## src/rtl/tty_pkg.sv

```systemverilog
// ---------------------------------------------------------------------------
// tty_pkg -- shared definitions for the text-terminal write controller.
//
// Contents:
//   COLS_DEFAULT / ROWS_DEFAULT  default text geometry
//   CH_*                         control and printable-range character codes
//   tty_state_t                  controller FSM states (IDLE, EXEC, CLEAR)
//   tty_cmd_t                    decoded action for the character in hand
//   decode_char()                character -> action
//   phys_row()                   logical row -> physical RAM row (ring offset)
// ---------------------------------------------------------------------------
package tty_pkg;

    localparam int COLS_DEFAULT = 80;
    localparam int ROWS_DEFAULT = 30;

    localparam logic [7:0] CH_BS    = 8'h08;
    localparam logic [7:0] CH_LF    = 8'h0A;
    localparam logic [7:0] CH_CR    = 8'h0D;
    localparam logic [7:0] CH_SPACE = 8'h20;
    localparam logic [7:0] CH_TILDE = 8'h7E;

    typedef enum logic [1:0] {
        IDLE,
        EXEC,
        CLEAR
    } tty_state_t;

    typedef enum logic [2:0] {
        CMD_NOP,
        CMD_PRINT,
        CMD_LF,
        CMD_CR,
        CMD_BS
    } tty_cmd_t;

    // Backspace at column 0 has nothing to erase, so it decodes as a no-op.
    function automatic tty_cmd_t decode_char(input logic [7:0] ch,
                                             input logic       at_col0);
        tty_cmd_t cmd;
        cmd = CMD_NOP;
        if (ch >= CH_SPACE && ch <= CH_TILDE) cmd = CMD_PRINT;
        else if (ch == CH_LF)                 cmd = CMD_LF;
        else if (ch == CH_CR)                 cmd = CMD_CR;
        else if (ch == CH_BS && !at_col0)     cmd = CMD_BS;
        return cmd;
    endfunction

    // Both operands are below rows, so a single conditional subtract wraps.
    function automatic logic [4:0] phys_row(input logic [4:0] row,
                                            input logic [4:0] base,
                                            input int         rows);
        logic [5:0] sum;
        sum = {1'b0, row} + {1'b0, base};
        if (sum >= 6'(rows)) sum = sum - 6'(rows);
        return sum[4:0];
    endfunction

endpackage

```

## src/rtl/tty_char_fifo.sv

```systemverilog
// ---------------------------------------------------------------------------
// tty_char_fifo -- small synchronous character FIFO.
//
// Ports:
//   clk    in   clock, rising edge
//   rst_n  in   synchronous active-low reset (pointers and count only)
//   push   in   write din this cycle (ignored while full)
//   pop    in   advance read pointer this cycle (ignored while empty)
//   din    in   WIDTH-bit write data
//   dout   out  head-of-queue data (valid while !empty)
//   full   out  count == DEPTH, from the registered count
//   empty  out  count == 0, from the registered count
// ---------------------------------------------------------------------------
module tty_char_fifo #(
    parameter int DEPTH = 4,
    parameter int WIDTH = 8
) (
    input  logic             clk,
    input  logic             rst_n,
    input  logic             push,
    input  logic             pop,
    input  logic [WIDTH-1:0] din,
    output logic [WIDTH-1:0] dout,
    output logic             full,
    output logic             empty
);

    localparam int PTR_W = $clog2(DEPTH);

    logic [WIDTH-1:0] mem [DEPTH];
    logic [PTR_W-1:0] wr_ptr;
    logic [PTR_W-1:0] rd_ptr;
    logic [PTR_W:0]   count;
    logic             push_ok;
    logic             pop_ok;

    // A push while full is dropped even if a pop frees a slot the same cycle,
    // so full never depends on the pop decision.
    assign full    = (count == (PTR_W+1)'(DEPTH));
    assign empty   = (count == '0);
    assign push_ok = push && !full;
    assign pop_ok  = pop && !empty;
    assign dout    = mem[rd_ptr];

    always_ff @(posedge clk) begin
        // NOTE: sequential state uses <= so every register samples pre-edge values.
        if (!rst_n) begin
            wr_ptr <= '0;
            rd_ptr <= '0;
            count  <= '0;
        end else begin
            if (push_ok) wr_ptr <= wr_ptr + 1'b1;
            if (pop_ok)  rd_ptr <= rd_ptr + 1'b1;
            count <= count + (PTR_W+1)'(push_ok) - (PTR_W+1)'(pop_ok);
        end
    end

    // NOTE: storage has no reset; empty/count guard every read, so stale data is never seen.
    always_ff @(posedge clk) begin
        if (push_ok) mem[wr_ptr] <= din;
    end

endmodule

```

## src/rtl/tty_write_ctrl.sv

```systemverilog
// ---------------------------------------------------------------------------
// tty_write_ctrl -- CPU character stream to text-RAM write controller.
//
// Characters written by the CPU are queued, then executed one at a time:
// printable codes are stored at the cursor, CR/LF/BS move the cursor, and
// other codes are ignored. The text RAM is a ring of ROWS physical rows;
// scroll_row is the physical row shown as logical row 0.
//
// Build option:
//   TTY_SCROLL_EN  defined   -> newline on the last row clears the top
//                               physical row and advances scroll_row.
//                  undefined -> newline on the last row wraps the cursor
//                               to row 0; scroll_row stays 0.
//
// Ports:
//   clk_50mhz   in   sole clock, rising edge
//   rst_n       in   synchronous active-low reset
//   Memwrite    in   CPU write strobe, one character per high cycle
//   BUS[31:0]   in   CPU data, character in BUS[7:0]
//   ttyWFlag    out  FIFO full, CPU must hold off
//   ttywrite    out  text-RAM write enable, one pulse per cell
//   ttyaddr     out  text-RAM address = phys_row*COLS + col
//   ttydata     out  text-RAM write data
//   cur_x/cur_y out  logical cursor column/row
//   scroll_row  out  physical row displayed as logical row 0
// ---------------------------------------------------------------------------
module tty_write_ctrl
    import tty_pkg::*;
#(
    parameter int FIFO_DEPTH = 4,
    parameter int COLS       = COLS_DEFAULT,
    parameter int ROWS       = ROWS_DEFAULT
) (
    input  logic        clk_50mhz,
    input  logic        rst_n,
    input  logic        Memwrite,
    input  logic [31:0] BUS,
    output logic        ttyWFlag,
    output logic        ttywrite,
    output logic [11:0] ttyaddr,
    output logic [7:0]  ttydata,
    output logic [6:0]  cur_x,
    output logic [4:0]  cur_y,
    output logic [4:0]  scroll_row
);

    tty_state_t state;
    tty_state_t state_next;
    tty_cmd_t   cmd;

    logic [7:0] char_q;
    logic [7:0] fifo_dout;
    logic       fifo_full;
    logic       fifo_empty;
    logic       fifo_pop;
    logic       newline;
    logic       last_row;
    logic [4:0] cur_phys;
    logic [4:0] wr_row;
    logic [6:0] wr_col;
    logic       unused_bus;

    assign unused_bus = ^BUS[31:8];

    tty_char_fifo #(
        .DEPTH (FIFO_DEPTH),
        .WIDTH (8)
    ) u_fifo (
        .clk   (clk_50mhz),
        .rst_n (rst_n),
        .push  (Memwrite),
        .pop   (fifo_pop),
        .din   (BUS[7:0]),
        .dout  (fifo_dout),
        .full  (fifo_full),
        .empty (fifo_empty)
    );

    assign ttyWFlag = fifo_full;

    assign cmd      = decode_char(char_q, cur_x == '0);
    assign newline  = (cmd == CMD_LF) ||
                      (cmd == CMD_PRINT && cur_x == 7'(COLS-1));
    assign last_row = (cur_y == 5'(ROWS-1));
    assign cur_phys = phys_row(cur_y, scroll_row, ROWS);

`ifdef TTY_SCROLL_EN
    logic [6:0] clear_col;
    logic       clear_last;
    assign clear_last = (clear_col == 7'(COLS-1));
`endif

    // ---------------- state register ----------------
    always_ff @(posedge clk_50mhz) begin
        if (!rst_n) state <= IDLE;
        else        state <= state_next;
    end

    // ---------------- next-state logic ----------------
    always_comb begin
        state_next = state;
        case (state)
            IDLE: if (!fifo_empty) state_next = EXEC;
            EXEC: begin
                state_next = IDLE;
`ifdef TTY_SCROLL_EN
                if (newline && last_row) state_next = CLEAR;
`endif
            end
`ifdef TTY_SCROLL_EN
            CLEAR: if (clear_last) state_next = IDLE;
`endif
            default: state_next = IDLE;
        endcase
    end

    // ---------------- output logic ----------------
    // Address and data are forced to 0 whenever no write is issued, which
    // also gives the all-zero output state right after reset.
    always_comb begin
        // NOTE: every output gets a default first, so no path leaves one unassigned (no latch).
        fifo_pop = 1'b0;
        ttywrite = 1'b0;
        wr_row   = '0;
        wr_col   = '0;
        ttydata  = '0;
        case (state)
            IDLE: fifo_pop = !fifo_empty;
            EXEC: begin
                if (cmd == CMD_PRINT) begin
                    ttywrite = 1'b1;
                    wr_row   = cur_phys;
                    wr_col   = cur_x;
                    ttydata  = char_q;
                end else if (cmd == CMD_BS) begin
                    ttywrite = 1'b1;
                    wr_row   = cur_phys;
                    wr_col   = cur_x - 7'd1;
                    ttydata  = CH_SPACE;
                end
            end
`ifdef TTY_SCROLL_EN
            CLEAR: begin
                ttywrite = 1'b1;
                wr_row   = scroll_row;
                wr_col   = clear_col;
                ttydata  = CH_SPACE;
            end
`endif
            default: ;
        endcase
    end

    assign ttyaddr = 12'(wr_row) * 12'(COLS) + 12'(wr_col);

    // ---------------- datapath registers ----------------
    always_ff @(posedge clk_50mhz) begin
        if (!rst_n) begin
            char_q <= '0;
            cur_x  <= '0;
            cur_y  <= '0;
        end else begin
            if (fifo_pop) char_q <= fifo_dout;
            if (state == EXEC) begin
                case (cmd)
                    CMD_PRINT: cur_x <= (cur_x == 7'(COLS-1)) ? '0 : cur_x + 7'd1;
                    CMD_LF,
                    CMD_CR:    cur_x <= '0;
                    CMD_BS:    cur_x <= cur_x - 7'd1;
                    default:   ;
                endcase
                if (newline) begin
                    if (!last_row) cur_y <= cur_y + 5'd1;
`ifndef TTY_SCROLL_EN
                    else           cur_y <= '0;
`endif
                end
            end
        end
    end

`ifdef TTY_SCROLL_EN
    // Clearing walks the top physical row, then that row becomes the bottom
    // logical row by advancing scroll_row; cur_y stays on the last row.
    always_ff @(posedge clk_50mhz) begin
        if (!rst_n) begin
            clear_col  <= '0;
            scroll_row <= '0;
        end else if (state == CLEAR) begin
            if (clear_last) begin
                clear_col  <= '0;
                scroll_row <= (scroll_row == 5'(ROWS-1)) ? '0 : scroll_row + 5'd1;
            end else begin
                clear_col <= clear_col + 7'd1;
            end
        end
    end
`else
    assign scroll_row = '0;
`endif

endmodule
```

## config.mk

```make
export PLATFORM = sky130hd
export DESIGN_NAME = tty_write_ctrl
export DESIGN_NICKNAME = d
export VERILOG_FILES = /design/src/rtl/tty_pkg.sv /design/src/rtl/tty_char_fifo.sv /design/src/rtl/tty_write_ctrl.sv
export SDC_FILE = /design/constraint.sdc
export NUM_CORES = 1
export LEC_CHECK = 0
export BUFFER_PORTS_ARGS = -buffer_cell sky130_fd_sc_hd__buf_2
export CAP_MARGIN = 25
export CORE_AREA = 10 10 89 91
export DETAILED_ROUTE_END_ITERATION = 7
export DIE_AREA = 0 0 99 101
export PLACE_DENSITY_LB_ADDON = 0.3
export SETUP_SLACK_MARGIN = 0.5
export SLEW_MARGIN = 10
export SYNTH_ARGS = -nofsm -noshare
export SYNTH_HDL_FRONTEND = slang
export SYNTH_SLANG_ARGS = --single-unit
```

## constraint.sdc

```tcl
create_clock -name clk_50mhz -period 7.11 [get_ports clk_50mhz]
set_input_delay 1.0665 -clock clk_50mhz [delete_from_list [all_inputs] [get_ports clk_50mhz]]
set_output_delay 1.0665 -clock clk_50mhz [all_outputs]
set_load 0.02 [all_outputs]
```

-- After elaboration in Yosys (flattened, before gate mapping)
Memories as Yosys holds them, arrays and structs flattened. A register that Yosys moved wholly into a read port is not among the register bits.
Index checks and enable logic that the tools add are counted.
- add/subtract/negate cells: 9
- multiplexer cells: 23
- order comparisons: 3
- reductions and logical operators: 18
- equality and inequality tests: 10
- multiply operators: 1
- operators with widths (operator ; number):
    7-bit 2-to-1 mux ; 4
    5-bit 2-to-1 mux ; 5
    8-bit by 4-bit == test with 1-bit output (second input constant) ; 3
    7-bit case mux with 3 select lines ; 1
    8-bit 2-to-1 mux ; 2
    12-bit by 7-bit adder with 12-bit output ; 1
    3-bit 2-to-1 mux ; 4
    8-bit by 6-bit >= comparator with 1-bit output (second input constant) ; 1
    8-bit by 7-bit less-or-equal comparator with 1-bit output (second input constant) ; 1
    5-bit by 3-bit multiplier with 8-bit output (second input constant) ; 1
    7-bit by 1-bit adder with 7-bit output (second input constant) ; 1
    7-bit == test (second input constant) ; 1
    7-bit zero test ; 1
    7-bit by 1-bit subtractor with 7-bit output (second input constant) ; 1
    3-bit by 2-bit == test with 1-bit output (second input constant) ; 2
    3-bit == test (second input constant) ; 2
    1-bit 2-to-1 mux ; 6
    6-bit 2-to-1 mux ; 1
    2-bit AND reduction ; 3
    5-bit by 1-bit adder with 5-bit output (second input constant) ; 1
    5-bit == test (second input constant) ; 1
    5-bit >= comparator (second input constant) ; 1
    1-bit logical AND ; 5
    5-bit subtractor (second input constant) ; 1
    other kinds (10) ; 14
- register bits: 20
- word-level logic and storage cells: 71
- memories: 1
- input bits: 35
- RAM bits: 32
- memory list (name ; depth ; bits a word ; read ports ; clocked after Yosys merged registers in ; write ports ; line ; RTL):
    u_fifo.mem ; 4 ; 8 ; 1 ; 1 ; 1 ; tty_char_fifo.sv:30 ; logic [WIDTH-1:0] mem [DEPTH];

-- Longest topological paths before layout
Gate-level depths: netlist (run 1).
- depth in word-level cells: 13
- depth in mapped cells: 17
- depth with buffers taken out: 15

-- Cells and area by module
Synthesis (run 1) repeated with hierarchy kept, for this count alone.
- cells, all modules: 375
- area total of the unflattened synthesis: 3712.3 um^2
- modules (own cells, without submodules) (module ; area an instance (um^2) ; seq. area each (um^2) ; times used ; cells each):
    tty_write_ctrl ; 2070.7 ; 420.4 ; 1 ; 282
    tty_char_fifo ; 1641.6 ; 1141.1 ; 1 ; 93

-- Least setup slack after synthesis (run 1)
No wires, ideal clock.
- kind: register -> output
- from: register cur_x[0]
- to: output ttyaddr[11]
- path slack: 1858 ps
- arrival time: 4186 ps
- cell stages (with the launch flop): 18
- required time: 6043 ps
- buffers on the path: 2
- cells stage by stage: dfxtp_1 -> inv_1 -> ha_1 -> clkbuf_2 -> or4b_4 -> or3_1 -> clkbuf_1 -> and2_1 -> o21ai_2 -> nor2_1 -> ha_1 -> ha_1 -> fa_1 -> o211ai_1 -> nor2_1 -> o21ai_0 -> a211oi_1 -> a221o_1
- cells in the longest elaborated chain, start to end: 13
- elaborated cells on any way between the ends: 18
- RTL lines (element ; line ; RTL):
    from (decl) ; tty_write_ctrl.sv:42 ; output logic [6:0] cur_x,
    from (signal assigned) ; tty_write_ctrl.sv:166 ; CMD_PRINT: cur_x <= (cur_x == 7'(COLS-1)) ? '0 : cur_x + 7'd1;
    from (signal assigned) ; tty_write_ctrl.sv:169 ; CMD_BS: cur_x <= cur_x - 7'd1;
    7-bit zero test ; tty_write_ctrl.sv:81 ; assign cmd = decode_char(char_q, cur_x == '0);
    1-bit zero test ; tty_pkg.sv:45 ; else if (ch == CH_BS && !at_col0) cmd = CMD_BS;
    1-bit logical AND ; tty_pkg.sv:45 ;
    3-bit 2-to-1 mux ; tty_pkg.sv:45 ;
    3-bit 2-to-1 mux ; tty_pkg.sv:44 ; else if (ch == CH_CR) cmd = CMD_CR;
    3-bit 2-to-1 mux ; tty_pkg.sv:43 ; else if (ch == CH_LF) cmd = CMD_LF;
    3-bit 2-to-1 mux ; tty_pkg.sv:42 ; if (ch >= CH_SPACE && ch <= CH_TILDE) cmd = CMD_PRINT;
    3-bit == test ; tty_write_ctrl.sv:135 ; end else if (cmd == CMD_BS) begin
    5-bit 2-to-1 mux ; tty_write_ctrl.sv:135 ;
    5-bit 2-to-1 mux ; tty_write_ctrl.sv:130 ; if (cmd == CMD_PRINT) begin
    5-bit 2-to-1 mux ; tty_write_ctrl.sv:127 ; case (state)
    5-bit by 3-bit multiplier with 8-bit output ; tty_write_ctrl.sv:154 ; assign ttyaddr = 12'(wr_row) * 12'(COLS) + 12'(wr_col);
    12-bit by 7-bit adder with 12-bit output (*) ; tty_write_ctrl.sv:154 ;
    to (decl) ; tty_write_ctrl.sv:40 ; output logic [11:0] ttyaddr,
Every way passes the cells marked *; elsewhere a longest branch is shown, timed or not.

-- Worst setup path in the final report (run 1)
Ends and elaborated chain as after synthesis.

==> results of run 1 <==
[sequential cells by signal, indices dropped and copies added (netlist names)]
signal,cells
u_fifo.count,3
cur_x,7
cur_y,5
u_fifo.wr_ptr,2
state,1
u_fifo.rd_ptr,2
char_q,8
u_fifo.mem,32
[synth_stat cells, drive strengths merged (5+ instances only)]
cell type and count:
xor2 7, o21ai 13, buf 12, clkbuf 14, o211ai 6, edfxtp 32, ha 20, mux4 8
nor3 5, and3 7, nor2 25, nand2 39, a21oi 22, xnor2 11, inv 19, nand3 9
dfxtp 28, and2 10
[layout by cell type (no fill, tap or decap), types with 8 or more instances in the layout]
cell,count
a21oi_1,22
nor2_1,25
nand3_1,9
dfxtp_1,28
buf_2,43
inv_1,19
xnor2_1,11
and2_1,10
clkbuf_8,9
edfxtp_1,32
nand2_1,39
ha_1,20
o21ai_0,12
mux4_2,8
[stage by stage]
| step | cells | utilization [%] | total power [mW] | cell area (um^2) | hold WS [ns] |
|---|---|---|---|---|---|
| floorplan | 365 | - | 0.834 | 3660 | 0.457 |
| global placement | 461 | 62.0 | 0.905 | 3840 | 0.488 |
| detailed placement | 461 | 62.0 | 0.923 | 3840 | 0.496 |
| CTS | 477 | 64.7 | 1.18 | 4010 | 0.506 |
| global route | 477 | 64.7 | 1.26 | 4010 | 0.536 |
| finish | 477 | 64.7 | 1.17 | 4010 | 0.500 |
[final timing paths]
path                  to      start  slack, ns  cells past startpoint
max          ttyaddr[11]   cur_x[0]       0.96                     16
min            char_q[3]  char_q[3]       0.50                      2
max reg2reg     cur_x[2]   cur_x[0]       4.46                      7
min reg2reg    char_q[3]  char_q[3]       0.50                      2
[per-layer routing]
layer | up-vias | share of wire (%) | global-route usage (%)
li1 | 1371 | - | -
met1 | 1330 | 41 | 16.4
met2 | 76 | 52 | 27.5
met3 | 6 | 6.2 | 5.62
met4 | 0 | 1.2 | 5.18
met5 | - | 0 | 0
[critical path, stage by stage (launching register included)]
cell	delay [ns]
dfxtp_1	0.39
inv_1	0.11
ha_1	0.31
or4b_4	0.53
or3_1	0.44
and2_1	0.24
o21ai_2	0.34
nor2_1	0.19
ha_1	0.32
ha_1	0.23
fa_1	0.55
o211ai_1	0.10
nor2_1	0.30
o21ai_0	0.14
a211oi_1	0.26
a221o_1	0.14
buf_2	0.16
[report_power, final]
| part | internal [mW] | switching (mW) |
|---|---|---|
| Combinational | 0.172 | 0.240 |
| Clock | 0.124 | 0.131 |
| Sequential | 0.426 | 0.0748 |
| Total | 0.722 | 0.446 |
[kinds of logic (layout without fill, tap and decap cells)]
kind of cell | count (synthesis) | after routing | share of synthesized area (%)
AO/OA/AOI/OAI | 79 | 79 | 15.4
XOR/XNOR | 18 | 18 | 4.32
adder cells (fa/ha/maj) | 23 | 23 | 8.51
buffers and inverters | 45 | 80 | 5.97
flip-flops | 60 | 60 | 41.7
multiplexers | 13 | 13 | 6.35
other | 1 | 6 | 0.103
AND/OR/NAND/NOR | 121 | 121 | 17.6
[cell type report]
| class | count | share of cell area, % |
|---|---|---|
| Clock inverter | 7 | 1.09 |
| Sequential cell | 60 | 37.9 |
| Tap cell | 77 | 2.40 |
| Clock buffer | 9 | 3.09 |
| Timing Repair Buffer | 45 | 5.74 |
| Multi-Input combinational cell | 260 | 48.0 |
| Inverter | 19 | 1.78 |
==> out/results.tsv, run 1 <==
metric	value	unit
outcome	completed	
antenna violations before repair	0	
TritonCTS Buffers	9	
Die Wd	99	um
Post-synth EDFFs	32	
starting density of the core	58.8	%
number of max-cap violations	0	
Setup WS pre-CTS	1.35	ns
count of different cell masters after synthesis	62	
Clk Latency, worst-skew pair	0.33	ns
Cells after Synth	360	
Antenna diodes	0	
Avg WL per Cell	15.8	um
crit share post-route	86.5	%
Die Span Y	101	um
min-delay worst type	register to register	
Relative slew margins	53.5	%
clk sink count	60	
Netlist Area Pre-Place	3650	um^2
Achievable Freq	0.163	GHz
Final WS setup	0.963	ns
Most used DFF post-synth	edfxtp_1	
drt via density	5.83	
Worst setup SP type	register	
CTS Buffer Depth	2	
Routed WL	7520	um
Fin. Hold Viols	0	
WP data arrival	5.08	ns
peak supply drop	0.257	mV
via count	2783	
total die area	10000	um^2
synthesis-stage register bit count	60	
Setup CP Type	register to output pin	
GRT Residual Overflow	0	
Ports	74	
Setup crit end kind	output pin	
Setup TNS Final	0	ns
Syn Area/Cell	10.1	um^2
Root Buffer	clkbuf_8	
gpl congestion	0.908	
Setup Skew	0.00859	ns
drt pass-1 iters	4	
Leak	1.66	nW
unrepaired setup endpoints after global routing	no	
Seq/Total Area, Yosys	41.7	%
first-pass GRT wire length	12700	um
Post-CTS Setup Bufs	0	
Worst-Margin Slew	0.693	ns
Total GRT Usage	15.4	%
ys async rst share	0	%
top cell type's share of synthesized area	26.4	%
share of cells above drive strength 1	21.0	%
DRC errors left	0	
fin nets	453	
Critical Path RT	6.04	ns
TritonCTS clock tree	done	
PortBufs	43	
Yosys warnings	0	
Iter 0 DRT Violations	135	
largest net degree at the start of global routing	29	
area leader, netlist	edfxtp_1	
FP Rows	29	
pwr/cell area	291	nW/um^2
number of global-route vias before repair	2738	
growth of design area from synthesis to finish	10.1	%
Clock Pin Slew Worst Setup and Hold Paths	0.07	ns
Routed Antenna Nets	0	
post-CTS sizing	0	
H-tree Lvls	3	
Worst Path Max Fanout	9	
Slew Viols, Final	0	
multi-input logic area	1930	um^2
HPWL after DPL	5700	um
sequential cell area	1520	um^2
min cycle time layout	6.15	ns
CTS Hold Buffers Added	0	
Setup violations, final	0	
top cells by area, synth	edfxtp_1 26%, dfxtp_1 15%, ha_1 6.9%, mux4_2 4.9%, nand2_1 4.0%	
Core ar.	6200	um^2
Layout fillers	528	
No activity file was read; power rests on OpenSTA's default activity.
==> run 2, diff against run 1 <==
==> constraint.sdc (replaced) <==
create_clock -name clk_50mhz -period 7.11 [get_ports clk_50mhz]
set_input_delay 0.711 -clock clk_50mhz [delete_from_list [all_inputs] [get_ports clk_50mhz]]
set_output_delay 0.711 -clock clk_50mhz [all_outputs]
set_load 0.02 [all_outputs]
==> run 2 against run 1 <==
  * Power is 6.2% higher
  * Global-route usage is 0.080 points higher
  * Clock power is 30% higher
==> out/results.tsv, run 2 (synthesized netlist as in run 1, its figures left out) <==
metric	value	unit
Critical Path RT	6.40	ns
number of max-cap violations	0	
Setup CP Type	register to output pin	
first-pass GRT wire length	12800	um
HPWL after DPL	5620	um
Worst-Margin Slew	0.761	ns
TritonCTS Buffers	9	
Core ar.	6200	um^2
Largest Register	u_fifo.mem	
clock share of power	26.6	%
fin nets	452	
combinational group share of total power	32.9	%
Setup Skew	0.00957	ns
Die Wd	99	um
via count	2781	
Leak	1.67	nW
Die Span Y	101	um
growth of design area from synthesis to finish	11.2	%
unrepaired setup endpoints after global routing	no	
peak supply drop	0.205	mV
max reg flops	32	
post-CTS sizing	0	
drt via density	5.84	
Sw Pwr	0.449	mW
Clk Latency, worst-skew pair	0.34	ns
TritonCTS clock tree	done	
DRC errors left	0	
Setup TNS Final	0	ns
Setup violations, final	0	
starting density of the core	58.8	%
Iter 0 DRT Violations	116	
min-delay worst type	register to register	
drt pass-1 iters	4	
antenna violations before repair	0	
placed cell areas	3840	um^2
Routed Antenna Nets	0	
number of global-route vias before repair	2722	
Post-CTS Setup Bufs	0	
Fin. Hold Viols	0	
Root Buffer	clkbuf_8	
clk sink count	60	
most frequent cells in the layout	43 x buf_2, 39 x nand2_1, 32 x edfxtp_1	
Achievable Freq	0.170	GHz
post-route cell area	4050	um^2
top flop regs	u_fifo.mem: 32 flops, char_q: 8 flops, cur_x: 7 flops	
Slew Viols, Final	0	
H-tree Lvls	3	
Seq pwr share	40.4	%
Routed WL	7670	um
Avg WL per Cell	16.1	um
GRT Residual Overflow	0	
cell internal pwr	0.791	mW
Core Util, Final	65.3	%
Design Power	1.24	mW
gpl congestion	0.903	
crit share post-route	82.5	%
pwr/cell area	306	nW/um^2
Worst setup SP type	register	
commonest non-fill, non-tap cell in the layout	buf_2	
Worst Path Max Fanout	9	
Total GRT Usage	15.5	%
Ports	74	
CTS Buffer Depth	2	
Clock Pin Slew Worst Setup and Hold Paths	0.07	ns
total die area	10000	um^2
FP Rows	29	
min cycle time layout	5.87	ns
Antenna diodes	0	
Relative slew margins	49.2	%
largest net degree at the start of global routing	29	
outcome	completed	
share of cells above drive strength 1	20.6	%
WHS	0.497	ns
WP data arrival	5.16	ns
CTS Hold Buffers Added	0	
PortBufs	43	
Setup crit end kind	output pin	
Net Sw Frac	36.2	%
run 2: metrics by stage:
stage	std cells	setup slack (ns)
3_5_place_dp	460	1.70
5_1_grt	476	1.02
6_report	476	1.24
2_1_floorplan	365	2.21
4_1_cts	476	1.31
3_3_place_gp	460	1.84
run 2: power groups by stage:
stage               Combinational [mW]  Sequential, mW  Clock (mW)
floorplan                        0.366           0.468           0
global placement                 0.394           0.505           0
detailed placement               0.411           0.509           0
CTS                              0.413           0.502       0.337
global route                     0.461           0.514       0.351
finish                           0.408           0.502       0.331
run 2: worst max-delay path, cell delays in order (launching register included):
cell and delay (ns):
dfxtp_1 0.39, inv_1 0.11, ha_1 0.31, or4b_4 0.53
or3_1 0.46, and2_1 0.24, o21ai_2 0.36, nor2_1 0.19
ha_1 0.32, ha_1 0.23, fa_1 0.55, o211ai_1 0.10
nor2_1 0.31, o21ai_0 0.13, a211oi_1 0.28, a221o_1 0.14
buf_2 0.15
run 2: worst paths after layout:
path,from,cells after the start,slack (ns),endpoint
setup reg to reg,state[0],11,4.46,u_fifo.count[2]
hold / removal,char_q[3],2,0.50,char_q[3]
hold reg to reg,char_q[3],2,0.50,char_q[3]
setup / recovery,cur_x[0],16,1.24,ttyaddr[11]
run 2: final cells by class:
class,count,area (um^2)
Multi-Input combinational cell,260,1930
Clock inverter,6,88.8
Tap cell,77,96.3
Sequential cell,60,1520
Clock buffer,10,128
Timing Repair Buffer,44,223
Fill cell,499,2150
Inverter,19,71.3
run 2: layer usage:
metal  GRT usage (%)  wire length (um)  vias to the layer above
met5               0                 0                        -
met4            7.17               154                        0
met3            4.05               535                       11
met2            27.8              3930                       77
met1            16.6              3050                     1326
li1                -                 -                     1367
